$ cat config.mk
export PLATFORM = sky130hd
export DESIGN_NAME = systolic_result_drain
export DESIGN_NICKNAME = d
export VERILOG_FILES = /design/src/rtl/systolic_pkg.sv /design/src/rtl/systolic_result_drain.sv
export SDC_FILE = /design/constraint.sdc
export NUM_CORES = 1
export LEC_CHECK = 0
export ABC_AREA = 0
export CAP_MARGIN = 10
export CORE_MARGIN = 3
export CORE_UTILIZATION = 43
export DETAILED_ROUTE_END_ITERATION = 8
export HOLD_SLACK_MARGIN = 0.08
export PLACE_DENSITY = 0.79
export SYNTH_ARGS = -nofsm -noshare
export SYNTH_HDL_FRONTEND = slang
export SYNTH_SLANG_ARGS = --single-unit
export TNS_END_PERCENT = 1
$ cat constraint.sdc
create_clock -name clk -period 3 [get_ports clk]
set_clock_uncertainty 0.05 [all_clocks]
set_input_delay 0.6 -clock clk [delete_from_list [all_inputs] [get_ports clk]]
set_output_delay 0.6 -clock clk [all_outputs]
set_load 0.02 [all_outputs]
$ cat src/rtl/systolic_pkg.sv
// Types and width helpers shared by systolic_unary_matmul, its result drain and their benches.
package systolic_pkg;

    typedef enum logic {
        IDLE  = 1'b0,
        DRAIN = 1'b1
    } state_t;

    // Width of one C element: full product width plus growth from summing a_col products.
    function automatic int c_width(input int bit_width, input int a_col);
        return (bit_width << 1) + a_col;
    endfunction

    // Index width for a dimension of size n; never narrower than one bit.
    function automatic int idx_width(input int n);
        return (n > 1) ? $clog2(n) : 1;
    endfunction

endpackage

$ cat src/rtl/systolic_result_drain.sv
// Snapshots the matmul C matrix on the rising edge of mat_done and streams it out row-major.
module systolic_result_drain
    import systolic_pkg::*;
#(
    parameter int BIT_WIDTH = 3,
    parameter int A_ROW     = 2,
    parameter int A_COL     = 2,
    parameter int B_COL     = 2,
    localparam int C_WIDTH  = c_width(BIT_WIDTH, A_COL),
    localparam int NUM_EL   = A_ROW * B_COL,
    localparam int ROW_W    = idx_width(A_ROW),
    localparam int COL_W    = idx_width(B_COL)
) (
    input  logic                                     clk,
    input  logic                                     reset,
    input  logic                                     mat_done,
    input  logic [A_ROW-1:0][B_COL-1:0][C_WIDTH-1:0] C,
    output logic                                     out_valid,
    input  logic                                     out_ready,
    output logic [C_WIDTH-1:0]                       out_data,
    output logic [ROW_W-1:0]                         out_row,
    output logic [COL_W-1:0]                         out_col,
    output logic                                     out_last,
    output logic                                     busy,
    output logic                                     overrun,
    output state_t                                   state
);

    // Handshake: a beat transfers on a posedge where out_valid && out_ready; once
    // out_valid is high, out_data/out_row/out_col/out_last hold until that transfer.

    localparam logic [ROW_W-1:0] LAST_ROW = ROW_W'(A_ROW - 1);
    localparam logic [COL_W-1:0] LAST_COL = COL_W'(B_COL - 1);
    localparam logic             SINGLE   = (NUM_EL == 1);

    logic [A_ROW-1:0][B_COL-1:0][C_WIDTH-1:0] c_buf;
    logic                                     done_q;
    logic                                     start;
    logic                                     hs;
    logic                                     load;
    logic [ROW_W-1:0]                         nxt_row;
    logic [COL_W-1:0]                         nxt_col;

    always_comb begin
        start = mat_done && !done_q;
        hs    = out_valid && out_ready;
        // A start coinciding with the final transfer reloads without a bubble.
        load  = start && ((state == IDLE) || (hs && out_last));
    end

    always_comb begin
        nxt_row = out_row;
        nxt_col = out_col + COL_W'(1);
        if (out_col == LAST_COL) begin
            nxt_col = '0;
            nxt_row = out_row + ROW_W'(1);
        end
    end

    always_ff @(posedge clk) begin
        if (reset) begin
            state     <= IDLE;
            done_q    <= 1'b0;
            out_valid <= 1'b0;
            out_last  <= 1'b0;
            busy      <= 1'b0;
            overrun   <= 1'b0;
            out_data  <= '0;
            out_row   <= '0;
            out_col   <= '0;
        end else begin
            done_q <= mat_done;
            if (load) begin
                c_buf     <= C;
                state     <= DRAIN;
                out_valid <= 1'b1;
                busy      <= 1'b1;
                out_row   <= '0;
                out_col   <= '0;
                out_data  <= C[0][0];
                out_last  <= SINGLE;
            end else begin
                case (state)
                    IDLE: begin
                        out_valid <= 1'b0;
                        busy      <= 1'b0;
                    end
                    DRAIN: begin
                        if (start) begin
                            overrun <= 1'b1;
                        end
                        if (hs) begin
                            if (out_last) begin
                                state     <= IDLE;
                                out_valid <= 1'b0;
                                busy      <= 1'b0;
                                out_last  <= 1'b0;
                                out_row   <= '0;
                                out_col   <= '0;
                                out_data  <= '0;
                            end else begin
                                out_row  <= nxt_row;
                                out_col  <= nxt_col;
                                out_data <= c_buf[nxt_row][nxt_col];
                                out_last <= (nxt_row == LAST_ROW) && (nxt_col == LAST_COL);
                            end
                        end
                    end
                    default: state <= IDLE;
                endcase
            end
        end
    end

endmodule

==> metrics.md <==
| Metric | Value |
|---|---|
| Outcome | `finished, final reports clean` |
| Tcrit/Tclk final | `0.744` |
| Die area | `around 5400 um2` |
| Commonest cells in the netlist | `edfxtp_1 (32), dfxtp_1 (15), nand3_1 (11)` |
| Nets@finish | `approximately 220` |
| Core box area | `roughly 4200 um2` |
| Clk pwr share | `0.282` |
| Seq pwr share | `0.584` |
| Final wirelength | `about 3.9 mm` |
| Layout cell share with drive strength beyond 1 | `0.0782` |
| Asr flop ratio synth | `0` |
| RSZ-0062 raised after global routing | `no` |
| Clock tree buffer depth | `2` |
| Antenna violations before repair | `0` |
| Crit path arrival time | `2.14 ns` |
| Vias/cell | `5.63` |
| GRT overflow | `0` |
| Area occupied by multi-input gates | `about 600 um2` |
| Cts repair resizes | `0` |
| Post-DRT Antenna Nets | `0` |
| Iteration-0 DRC count of the detailed router | `50` |
| CTS Buf Count | `5` |
| Synth top area share | `0.495` |
| Post-synthesis area per instance | `15.3 um2` |
| Placer Congestion | `0.749` |
| Switching Share | `0.228` |
| Vias | `between 1k and 1.5k` |
| Synth top area cells | `edfxtp_1 (49%), dfxtp_1 (15%), mux4_1 (11%), a311oi_1 (3.6%), o211ai_1 (3.1%)` |
| Total power | `1.27 mW` |
| Sequential cell area | `about 1300 um2` |
| Max-capacitance violation count | `0` |
| Yosys reg bits | `47` |
| Largest net degree at the start of global routing | `33` |
| P&R area growth vs syn | `31.4%` |
| Global-route wire length before repair | `6.35 mm` |
| Slew HR | `0.549` |
| Number of sinks on the clock net | `47` |
| Setup TNS | `0 ns` |
| Post-Syn Area | `1940 um2` |
| Internal | `978 uW` |
| Distinct cells, synth | `27` |
| Biggest area consumer among synthesized cells | `edfxtp_1` |
| Hold Crit Class | `reg2reg` |
| Maximum clock frequency | `between 400 and 500 MHz` |
| CTS tree | `done` |
| Synth Net Count | `164` |
| Setup crit end kind | `flop` |
| Die height | `roughly 73 um` |
| Post-DP HPWL | `approximately 2.9 mm` |
| Slew @ Worst Pin | `around 0.67 ns` |
| Most used DFF post-synth | `edfxtp_1` |
| Sw Pwr | `between 200 and 300 uW` |
| Worst EP required | `2.90 ns` |
| Setup Buffers After CTS | `0` |
| Pwr dens | `around 500 nW/um2` |
| Starting Density | `0.466` |
| Wire length per cell | `16.9 um` |
| # hold bufs at CTS | `0` |
| Residual DRC | `0` |
| Fillers | `approximately 320` |
| Drt first pass iters | `4` |
| Hold Fails Final Rpt | `0` |
| Final setup fails | `0` |
| Final Slew Violations | `0` |
| Port bufs | `50` |
| Worst Path Max Fanout | `32` |
| H-tree levels | `2` |
| Tmin final | `between 2 and 2.5 ns` |
| Clock transition at path regs | `0.08 ns` |
| Peak VDD IR | `about 270 uV` |
| CP Launch Type | `input port` |
| Comb pwr share | `0.134` |
| WS Path Type | `in2reg` |
| Ant diodes | `0` |
| P_leak | `between 0.8 and 0.9 nW` |
| Synthesized netlist cell count | `127` |
| Top-count cell post-synth | `edfxtp_1` |
| Vias in the first global route | `1,358` |
| Total I/O pin count | `51` |
| Root Buffer | `clkbuf_8` |
| Synth warn | `0` |
| Chip width | `approximately 73 um` |
| GRT Total Usage | `0.159` |
| Post-synth EDFFs | `32` |
| Sequential area share after synthesis | `0.649` |
| Skew-Pair Late Insertion Delay | `~0.29 ns` |
| Row cnt | `23` |
-- worst paths after layout --
check	cells past startpoint	slack, ns	endpoint	from
setup / recovery	5	0.77	c_buf[12]$_DFFE_PP_	out_ready
hold / removal	2	0.46	overrun$_SDFFE_PP0P_	overrun$_SDFFE_PP0P_
setup reg to reg	5	1.08	out_data[4]$_SDFFE_PP0P_	out_col$_SDFFE_PP0P_
hold reg to reg	2	0.46	overrun$_SDFFE_PP0P_	overrun$_SDFFE_PP0P_
-- final cells by class --
cell class	count	share of cell area
Sequential cell	47	0.494
Clock inverter	3	0.00588
Tap cell	50	0.0245
Timing Repair Buffer	53	0.205
Clock buffer	5	0.0269
Multi-Input combinational cell	67	0.238
Inverter	4	0.00588
-- state kept, by name, indices dropped and copies added (netlist names) --
signal    flops
state         1
overrun       1
busy          1
c_buf        32
done_q        1
out_row       1
out_last      1
out_col       1
out_data      8
-- layout by cell type, fill, tap and decap left out, types with 5 or more instances in the layout --
| master | instances |
|---|---|
| clkdlybuf4s50_1 | 50 |
| edfxtp_1 | 32 |
| dfxtp_1 | 15 |
| nand3_1 | 11 |
| nor3_1 | 10 |
| mux4_1 | 8 |
| o211ai_1 | 8 |
| a311oi_1 | 8 |
| clkbuf_8 | 5 |
-- per-layer routing --
metal	track usage	routed length, um	share of wire
met1	0.181	1510	0.39
met4	0.0430	8	0.0021
met3	0.0399	235	0.061
met2	0.294	2130	0.55
met5	0	0	0
-- critical path, stage by stage --
cell             delay [ns]
clkdlybuf4s50_1        0.51
nand3_1                0.14
a21oi_1                0.32
nor2b_2                0.19
buf_4                  0.36
-- stage by stage --
stage	instance area, um2	cells	setup WS (ns)	util	hold slack (ns)
5_1_grt	2550	229	0.615	0.612	0.501
3_3_place_gp	2470	221	0.554	0.592	0.406
2_1_floorplan	1940	127	0.0590	-	0.530
3_5_place_dp	2470	221	0.463	0.592	0.465
4_1_cts	2550	229	0.774	0.612	0.485
6_report	2550	229	0.767	0.612	0.460
-- power by group through the flow --
stage / combinational, mW / sequential [mW] / clock, mW
final: 0.169 / 0.740 / 0.358
after global routing: 0.183 / 0.744 / 0.394
after CTS: 0.171 / 0.741 / 0.370
after detailed placement: 0.170 / 0.756 / 0
after global placement: 0.165 / 0.753 / 0
after floorplan: 0.0685 / 0.766 / 0
-- logic make-up (layout without fill, tap and decap cells) --
family                   Yosys count  after routing  share of synthesized area
adder cells (fa/ha/maj)            1              1                    0.00644
AND/OR/NAND/NOR                   35             35                      0.103
multiplexers                      10             10                      0.118
buffers and inverters             13             65                     0.0393
flip-flops                        47             47                      0.649
AO/OA/AOI/OAI                     21             21                     0.0837
Power figures use the tool's default switching activity.
